**src/rtl/uart_mem_loader_pkg.sv**
```systemverilog
// Shared encodings and constants for the UART program loader.
// Holds the protocol/bit-receiver state types and the frame length helper.
package uart_mem_loader_pkg;

    localparam logic [7:0] SYNC_BYTE_DEF = 8'hA5;
    localparam int         CSUM_W        = 8;

    typedef enum logic [2:0] {
        P_HUNT = 3'd0,
        P_ADDR = 3'd1,
        P_LEN  = 3'd2,
        P_DATA = 3'd3,
        P_CSUM = 3'd4
    } proto_state_t;

    typedef enum logic [1:0] {
        RX_IDLE  = 2'd0,
        RX_START = 2'd1,
        RX_DATA  = 2'd2,
        RX_STOP  = 2'd3
    } rx_state_t;

    // A length byte of zero stands for a full 256-byte payload.
    function automatic logic [8:0] len_to_count(input logic [7:0] len);
        return (len == 8'd0) ? 9'd256 : {1'b0, len};
    endfunction

endpackage

```
**src/rtl/uart_mem_loader_if.sv**
```systemverilog
// Memory write port plus CPU/status handshake of the program loader.
// The loader drives it (master); memory mux and CPU observe it (slave).
interface uart_mem_loader_if;
    logic       mem_we;
    logic [7:0] mem_addr;
    logic [7:0] mem_wdata;
    logic       cpu_hold;
    logic       busy;
    logic       load_done;
    logic       load_err;

    modport master (
        output mem_we, mem_addr, mem_wdata, cpu_hold, busy, load_done, load_err
    );

    modport slave (
        input mem_we, mem_addr, mem_wdata, cpu_hold, busy, load_done, load_err
    );
endinterface

```
**src/rtl/uart_rx_byte.sv**
```systemverilog
// 8N1 UART byte receiver: 2-flop synchronizer, start/data/stop sampling.
// byte_valid/frm_err pulse one cycle after the stop-bit sample; no backpressure.
module uart_rx_byte
    import uart_mem_loader_pkg::*;
#(
    parameter int CLKS_PER_BIT = 104
) (
    input  logic       clk,
    input  logic       rst,
    input  logic       rx_in,
    output logic       byte_valid,
    output logic [7:0] byte_data,
    output logic       frm_err
);

    localparam int            CW        = $clog2(CLKS_PER_BIT);
    localparam logic [CW-1:0] BIT_LAST  = CW'(CLKS_PER_BIT - 1);
    localparam logic [CW-1:0] HALF_LAST = CW'(CLKS_PER_BIT / 2 - 1);

    rx_state_t     state_q, state_d;
    logic [CW-1:0] cnt_q, cnt_d;
    logic [2:0]    bit_q, bit_d;
    logic [7:0]    shift_q, shift_d;
    logic          rx_meta_q, rx_meta_d;
    logic          rx_sync_q, rx_sync_d;
    logic          rx_prev_q, rx_prev_d;
    logic          byte_valid_q, byte_valid_d;
    logic          frm_err_q, frm_err_d;

    always_comb begin
        state_d      = state_q;
        cnt_d        = cnt_q + 1'b1;
        bit_d        = bit_q;
        shift_d      = shift_q;
        rx_meta_d    = rx_in;
        rx_sync_d    = rx_meta_q;
        rx_prev_d    = rx_sync_q;
        byte_valid_d = 1'b0;
        frm_err_d    = 1'b0;

        case (state_q)
            RX_IDLE: begin
                cnt_d = '0;
                if (rx_prev_q && !rx_sync_q) state_d = RX_START;
            end
            RX_START: begin
                // Mid-start-bit recheck rejects short low glitches.
                if (cnt_q == HALF_LAST) begin
                    cnt_d = '0;
                    bit_d = 3'd0;
                    state_d = rx_sync_q ? RX_IDLE : RX_DATA;
                end
            end
            RX_DATA: begin
                if (cnt_q == BIT_LAST) begin
                    cnt_d   = '0;
                    shift_d = {rx_sync_q, shift_q[7:1]};
                    bit_d   = bit_q + 3'd1;
                    if (bit_q == 3'd7) state_d = RX_STOP;
                end
            end
            RX_STOP: begin
                if (cnt_q == BIT_LAST) begin
                    cnt_d        = '0;
                    state_d      = RX_IDLE;
                    byte_valid_d = rx_sync_q;
                    frm_err_d    = !rx_sync_q;
                end
            end
            default: state_d = RX_IDLE;
        endcase
    end

    always_ff @(posedge clk or posedge rst) begin
        if (rst) begin
            state_q      <= RX_IDLE;
            cnt_q        <= '0;
            bit_q        <= 3'd0;
            shift_q      <= 8'd0;
            rx_meta_q    <= 1'b1;
            rx_sync_q    <= 1'b1;
            rx_prev_q    <= 1'b1;
            byte_valid_q <= 1'b0;
            frm_err_q    <= 1'b0;
        end else begin
            state_q      <= state_d;
            cnt_q        <= cnt_d;
            bit_q        <= bit_d;
            shift_q      <= shift_d;
            rx_meta_q    <= rx_meta_d;
            rx_sync_q    <= rx_sync_d;
            rx_prev_q    <= rx_prev_d;
            byte_valid_q <= byte_valid_d;
            frm_err_q    <= frm_err_d;
        end
    end

    assign byte_valid = byte_valid_q;
    assign byte_data  = shift_q;
    assign frm_err    = frm_err_q;

endmodule

```
**src/rtl/uart_mem_loader.sv**
```systemverilog
// Serial program loader: parses SYNC/addr/len/data/csum frames into memory writes.
// mem_we one cycle after byte_valid; no backpressure, the memory port always accepts.
module uart_mem_loader
    import uart_mem_loader_pkg::*;
#(
    parameter int         CLKS_PER_BIT = 104,
    parameter logic [7:0] SYNC_BYTE    = SYNC_BYTE_DEF,
    parameter int         TIMEOUT_CLKS = 120000
) (
    input  logic              CLK_12MHz,
    input  logic              RST,
    input  logic              rx_in,
    uart_mem_loader_if.master ld
);

    localparam int            IW      = $clog2(TIMEOUT_CLKS + 1);
    localparam logic [IW-1:0] TO_LAST = IW'(TIMEOUT_CLKS - 1);

    logic       byte_valid;
    logic [7:0] byte_data;
    logic       frm_err;

    uart_rx_byte #(.CLKS_PER_BIT(CLKS_PER_BIT)) u_rx (
        .clk        (CLK_12MHz),
        .rst        (RST),
        .rx_in      (rx_in),
        .byte_valid (byte_valid),
        .byte_data  (byte_data),
        .frm_err    (frm_err)
    );

    proto_state_t      state_q, state_d;
    logic [7:0]        ptr_q, ptr_d;
    logic [CSUM_W-1:0] sum_q, sum_d;
    logic [8:0]        count_q, count_d;
    logic [IW-1:0]     idle_q, idle_d;
    logic              mem_we_q, mem_we_d;
    logic [7:0]        mem_addr_q, mem_addr_d;
    logic [7:0]        mem_wdata_q, mem_wdata_d;
    logic              hold_q, hold_d;
    logic              done_q, done_d;
    logic              err_q, err_d;
    logic              timeout;

    assign timeout = (state_q != P_HUNT) && (idle_q == TO_LAST);

    always_comb begin
        state_d     = state_q;
        ptr_d       = ptr_q;
        sum_d       = sum_q;
        count_d     = count_q;
        idle_d      = (state_q == P_HUNT) ? '0 : idle_q + 1'b1;
        mem_we_d    = 1'b0;
        mem_addr_d  = mem_addr_q;
        mem_wdata_d = mem_wdata_q;
        hold_d      = hold_q;
        done_d      = 1'b0;
        err_d       = err_q;

        // A byte arriving on the timeout cycle wins: the idle counter just restarts.
        if (byte_valid) begin
            idle_d = '0;
            case (state_q)
                P_HUNT: begin
                    if (byte_data == SYNC_BYTE) begin
                        state_d = P_ADDR;
                        hold_d  = 1'b1;
                        err_d   = 1'b0;
                    end
                end
                P_ADDR: begin
                    ptr_d   = byte_data;
                    sum_d   = byte_data;
                    state_d = P_LEN;
                end
                P_LEN: begin
                    count_d = len_to_count(byte_data);
                    sum_d   = sum_q + byte_data;
                    state_d = P_DATA;
                end
                P_DATA: begin
                    mem_we_d    = 1'b1;
                    mem_addr_d  = ptr_q;
                    mem_wdata_d = byte_data;
                    ptr_d       = ptr_q + 8'd1;
                    sum_d       = sum_q + byte_data;
                    count_d     = count_q - 9'd1;
                    if (count_q == 9'd1) state_d = P_CSUM;
                end
                P_CSUM: begin
                    if (byte_data == sum_q) begin
                        done_d = 1'b1;
                        hold_d = 1'b0;
                    end else begin
                        err_d = 1'b1;
                    end
                    state_d = P_HUNT;
                end
                default: state_d = P_HUNT;
            endcase
        end else if ((state_q != P_HUNT) && (frm_err || timeout)) begin
            // Aborted loads keep the CPU held so a partial image never runs.
            err_d   = 1'b1;
            idle_d  = '0;
            state_d = P_HUNT;
        end
    end

    always_ff @(posedge CLK_12MHz or posedge RST) begin
        if (RST) begin
            state_q     <= P_HUNT;
            ptr_q       <= 8'd0;
            sum_q       <= '0;
            count_q     <= 9'd0;
            idle_q      <= '0;
            mem_we_q    <= 1'b0;
            mem_addr_q  <= 8'd0;
            mem_wdata_q <= 8'd0;
            hold_q      <= 1'b0;
            done_q      <= 1'b0;
            err_q       <= 1'b0;
        end else begin
            state_q     <= state_d;
            ptr_q       <= ptr_d;
            sum_q       <= sum_d;
            count_q     <= count_d;
            idle_q      <= idle_d;
            mem_we_q    <= mem_we_d;
            mem_addr_q  <= mem_addr_d;
            mem_wdata_q <= mem_wdata_d;
            hold_q      <= hold_d;
            done_q      <= done_d;
            err_q       <= err_d;
        end
    end

    assign ld.mem_we    = mem_we_q;
    assign ld.mem_addr  = mem_addr_q;
    assign ld.mem_wdata = mem_wdata_q;
    assign ld.cpu_hold  = hold_q;
    assign ld.busy      = (state_q != P_HUNT);
    assign ld.load_done = done_q;
    assign ld.load_err  = err_q;

endmodule

```
**src/flat_wrapper.sv**
```systemverilog
// flat-port wrapper written by rule: the top's interface ports become plain ports
module uart_mem_loader_flat import uart_mem_loader_pkg::*;
#(
    parameter int         CLKS_PER_BIT = 104,
    parameter logic [7:0] SYNC_BYTE    = SYNC_BYTE_DEF,
    parameter int         TIMEOUT_CLKS = 120000
)
  (CLK_12MHz, RST, rx_in, ld_mem_we, ld_mem_addr, ld_mem_wdata, ld_cpu_hold, ld_busy, ld_load_done, ld_load_err);
  uart_mem_loader_if ld_i ();
  input  logic CLK_12MHz;
  input  logic RST;
  input  logic rx_in;
  output wire logic [$bits(ld_i.mem_we)-1:0] ld_mem_we;
  output wire logic [$bits(ld_i.mem_addr)-1:0] ld_mem_addr;
  output wire logic [$bits(ld_i.mem_wdata)-1:0] ld_mem_wdata;
  output wire logic [$bits(ld_i.cpu_hold)-1:0] ld_cpu_hold;
  output wire logic [$bits(ld_i.busy)-1:0] ld_busy;
  output wire logic [$bits(ld_i.load_done)-1:0] ld_load_done;
  output wire logic [$bits(ld_i.load_err)-1:0] ld_load_err;
  assign ld_mem_we = ld_i.mem_we;
  assign ld_mem_addr = ld_i.mem_addr;
  assign ld_mem_wdata = ld_i.mem_wdata;
  assign ld_cpu_hold = ld_i.cpu_hold;
  assign ld_busy = ld_i.busy;
  assign ld_load_done = ld_i.load_done;
  assign ld_load_err = ld_i.load_err;
  uart_mem_loader #(.CLKS_PER_BIT(CLKS_PER_BIT), .SYNC_BYTE(SYNC_BYTE), .TIMEOUT_CLKS(TIMEOUT_CLKS)) u_core (.CLK_12MHz(CLK_12MHz), .RST(RST), .rx_in(rx_in), .ld(ld_i));
endmodule
```
**config.mk**
```make
export PLATFORM = sky130hd
export DESIGN_NAME = uart_mem_loader_flat
export DESIGN_NICKNAME = d
export VERILOG_FILES = /design/src/rtl/uart_mem_loader_pkg.sv /design/src/rtl/uart_mem_loader_if.sv /design/src/rtl/uart_rx_byte.sv /design/src/rtl/uart_mem_loader.sv /design/src/flat_wrapper.sv
export SDC_FILE = /design/constraint.sdc
export NUM_CORES = 1
export LEC_CHECK = 0
export BUFFER_PORTS_ARGS = -buffer_cell sky130_fd_sc_hd__buf_2
export CAP_MARGIN = 20
export CORE_ASPECT_RATIO = 1.2
export CORE_MARGIN = 2
export CORE_UTILIZATION = 50
export CTS_CLUSTER_SIZE = 28
export DETAILED_ROUTE_END_ITERATION = 6
export HOLD_SLACK_MARGIN = 0.06
export MAX_ROUTING_LAYER = met4
export PLACE_DENSITY = 0.64
export RECOVER_POWER = 100
export SLEW_MARGIN = 10
export SYNTH_ARGS = -nofsm -noshare
export SYNTH_HDL_FRONTEND = slang
export SYNTH_SLANG_ARGS = --single-unit
```
**constraint.sdc**
```tcl
create_clock -name CLK_12MHz -period 4.9 [get_ports CLK_12MHz]
set_input_delay 0.98 -clock CLK_12MHz [delete_from_list [all_inputs] [get_ports CLK_12MHz]]
set_output_delay 0.98 -clock CLK_12MHz [all_outputs]
set_load 0.1 [all_outputs]
```
==> results.txt <==
The total non-filler cell area in the finished layout came out at 0.00493 mm2. Counting along the longest clock path gives a buffer depth of 2. The die is 110 um tall. The flow ran to the end, but the final reports show violations. The number of antenna violations at the first check in global routing is 0. The number of buffers inserted by port buffering came out at 23. The via count of the first global-routing pass is 3,284. The number of register bits inferred by synthesis is 90. The maximum number of pins on one net before global-route repair is between 50 and 60. The total overflow reported by the global router came out at 0. Synthesis produced a netlist with a net count of 490. The number of CTS-inserted buffers came out at 9.

TritonCTS built the clock tree. The register-to-register path setup slack came out at 2.36 ns. The number of nets with antenna violations after routing came out at 0. The net count reported at finish is 509. The total count of hold-check failures in the final report was 0. The area inside the core boundary came out at 0.00908 mm2. Static timing analysis puts the maximum clock frequency at slightly above 300 MHz. The required time reported for the critical path endpoint came out at 3.92 ns. In this run the number of H-tree levels came out at 3. Before antenna repair, the detailed router went through 5 iterations. The quantity of hold-fixing buffers added after cts came out at 0.

The max capacitance violation total came out at 1. Setup repair after global routing left no endpoint under its margin. The count of different cell masters after synthesis is 63.

The worst hold path begins at u_core.u_rx.rx_meta_q$_DFF_PP1_. Wires add up to 9620 um. Averaged over all synthesized cells, the footprint is 9.94 um2. Setup violations remaining at the end of the flow were counted as 0. The top flip-flop cell by instance count after synthesis is sky130_fd_sc_hd__dfrtp_1.

Along the worst path, the maximum fanout reaches 20. Counting every instance in the synthesized netlist gives about 470. The number of synthesized flops with an enable pin came out at 0. The most critical setup path has its startpoint at u_core.state_q[1]$_DFFE_PP0P_.

Registers take between 0.002 and 0.0025 mm2. Row generation in the floorplan step produced 38 rows. The quantity of gates resized following cts came out at 0.

After layout, the worst path uses 66.0% of the clock period. The area growth from synthesis to final layout came out at 5.17%. The worst register-to-register path begins at u_core.u_rx.byte_valid$_DFF_PP0_. The static leakage is 2.17 nW.

The total area of multi-input combinational cells came out at 0.00223 mm2. Once the floorplan was initialized, standard cells occupied 51.7% of the core. The power density over the cells is 273 mW/mm2. The slew at the pin with the worst max-slew slack came out at 2.09 ns. The first-pass GRT wire length came out at 16,200 um. The routed length per placed instance is 15.7 um. The critical path in this run is classified as flop to output port. The instance area at placement came out at 0.00488 mm2. The register clock-pin slew on the reported worst setup and hold paths came out at 0.08 ns. The number of synthesis warnings is 0. Global routing used 21.0% of the available tracks. The iteration-0 DRC count of the detailed router is 243.

The capturing element type of the critical path is an output port. The CTS sink count came out at 90. The die outline width came out at 92.4 um. The antenna diode instance count came out at 0.

The tree is rooted in a sky130_fd_sc_hd__clkbuf_8. The insertion delay to the later sink of the worst-skew pair came out at 0.36 ns. The share of cells above drive strength 1 is 9.33%. The worst setup path is launched from a flop. The setup TNS came out at 0 ns.

The count of vias placed by the detailed router is 3,515. The checks that failed: max-capacitance violations, max-slew violations. In the routed design, unresolved DRC markers number 0. The sequential area share after synthesis is between 40% and 50%. The setup skew after layout came out at 0.0128 ns. The routability congestion estimate from global placement came out at 0.947. The total I/O pin count came out at 24. The worst IR drop on VDD came out at 0.000203 V. Measured in cells, the most critical reg-to-reg path has a length of 4.

The final number of max-transition violations is 51. After detailed routing, the number of vias per cell comes to 5.73. The cell area after synthesis came out at ~0.0047 mm2. The smallest clock period supported by the final layout is computed as about 3.2 ns. The worst register-to-register path ends at u_core.ld.mem_addr[5]$_DFFE_PP0P_. STA puts the critical path data arrival time at 2.25 ns. The post-CTS setup buffer count came out at 0.

In this run the worst setup path terminates at ld_busy. The worst hold path class is flop to flop. The number of fillers in the final layout is 852. The floorplan die area is 0.0102 mm2. The fraction of registers with async set/reset came out at between 90% and 100%. The worst pin sits at a relative slew slack of -40.4%.

Detailed placement ended at an HPWL of about 6700 um.
[cell families (layout without fill, tap and decap cells)]
group	after synthesis	in the layout	synth area share, %
AO/OA/AOI/OAI	94	94	12.1
XOR/XNOR	23	23	4.29
adder cells (fa/ha/maj)	15	15	4.16
buffers and inverters	32	53	3.12
flip-flops	90	90	48.1
multiplexers	28	28	6.70
AND/OR/NAND/NOR	190	190	21.6
[worst min-delay path by stage]
stage                                       to  slack, ns  cells after the start
2_1_floorplan  u_core.u_rx.rx_prev_d$_DFF_PP1_       0.35                      0
3_3_place_gp   u_core.u_rx.rx_prev_d$_DFF_PP1_       0.35                      0
3_5_place_dp   u_core.u_rx.rx_prev_d$_DFF_PP1_       0.35                      0
4_1_cts        u_core.u_rx.rx_prev_d$_DFF_PP1_       0.36                      0
5_1_grt        u_core.u_rx.rx_prev_d$_DFF_PP1_       0.37                      0
6_report       u_core.u_rx.rx_prev_d$_DFF_PP1_       0.36                      0
[layout by cell type, fill, tap and decap left out, types with 9 or more instances in the layout]
cell type and n:
sky130_fd_sc_hd__xnor2_1 15, sky130_fd_sc_hd__clkbuf_1 24, sky130_fd_sc_hd__a21oi_1 28, sky130_fd_sc_hd__inv_1 14
sky130_fd_sc_hd__nand3_1 19, sky130_fd_sc_hd__ha_1 14, sky130_fd_sc_hd__nand2_1 37, sky130_fd_sc_hd__clkbuf_8 9
sky130_fd_sc_hd__nor2_1 62, sky130_fd_sc_hd__nor3_1 13, sky130_fd_sc_hd__mux2_2 19, sky130_fd_sc_hd__dfrtp_1 87
sky130_fd_sc_hd__o21ai_0 32
[worst max-delay path: stages, from the launching register on]
cell and delay, ns:
sky130_fd_sc_hd__dfrtp_1 0.75, sky130_fd_sc_hd__or3_1 0.27, sky130_fd_sc_hd__clkbuf_1 0.88
[per-layer routing]
| metal | routed length [um] | global-route usage, % |
|---|---|---|
| met5 | 0 | - |
| met4 | 211 | 10.9 |
| met3 | 325 | 2.99 |
| met1 | 4550 | 27.9 |
| met2 | 4530 | 31.5 |
[report_power, final]
part / switching, mW / internal, mW / leakage, nW / total (mW)
Combinational: 0.0601 / 0.0491 / 0.865 / 0.109
Clock: 0.238 / 0.176 / 0.0722 / 0.414
Sequential: 0.0461 / 0.777 / 1.23 / 0.824
Total: 0.344 / 1.00 / 2.17 / 1.35
[synth_stat cells (all sizes together), types with 4 or more instances]
cell type | number | share of area [%]
a21oi | 28 | 3.1
a22oi | 5 | 0.80
a31oi | 5 | 0.67
and3 | 8 | 1.1
and4 | 6 | 1.2
buf | 14 | 1.7
dfrtp | 87 | 46
ha | 14 | 3.7
inv | 15 | 1.2
mux2 | 24 | 5.8
mux2i | 4 | 0.85
nand2 | 37 | 3.0
nand2b | 4 | 0.53
nand3 | 19 | 2.0
nand4 | 8 | 1.4
nor2 | 62 | 5.0
nor2b | 6 | 0.96
nor3 | 13 | 1.4
nor3b | 4 | 0.64
nor4 | 9 | 1.8
o21ai | 32 | 3.4
o22ai | 4 | 0.53
xnor2 | 15 | 2.8
xor2 | 8 | 1.5
[registers in the layout (all words and copies together), names as in the netlist, named ones only]
signal and flops:
u_core.count_q 9, u_core.idle_q 17, u_core.ld.cpu_hold 1, u_core.ld.load_done 1, u_core.ld.load_err 1, u_core.ld.mem_addr 8, u_core.ld.mem_wdata 8, u_core.ld.mem_we 1
u_core.ptr_q 8, u_core.state_q 3, u_core.sum_q 8, u_core.u_rx.bit_q 3, u_core.u_rx.byte_data 8, u_core.u_rx.byte_valid 1, u_core.u_rx.cnt_q 7, u_core.u_rx.frm_err 1
u_core.u_rx.rx_meta_q 1, u_core.u_rx.rx_prev_d 1, u_core.u_rx.rx_prev_q 1, u_core.u_rx.state_q 1
[per-stage QoR]
stage,util (%),instances,hold slack (ns),setup WS (ns),power (mW)
2_1_floorplan,-,472,0.345,1.59,0.923
3_3_place_gp,53.8,600,0.347,2.50,0.947
6_report,54.3,613,0.364,1.67,1.35
3_5_place_dp,53.8,600,0.347,2.46,0.952
5_1_grt,54.3,613,0.372,1.38,1.41
4_1_cts,55.3,613,0.361,2.06,1.37
[layout make-up]
| cell class | count | share of cell area (%) |
|---|---|---|
| multi-input combinational | 350 | 45.2 |
| clock buffer | 12 | 2.74 |
| timing repair buffer | 25 | 2.05 |
| inverter | 15 | 1.17 |
| clock inverter | 1 | 0.101 |
| sequential | 90 | 45.7 |
| tap | 120 | 3.04 |
(Power assumes the default switching activity.)
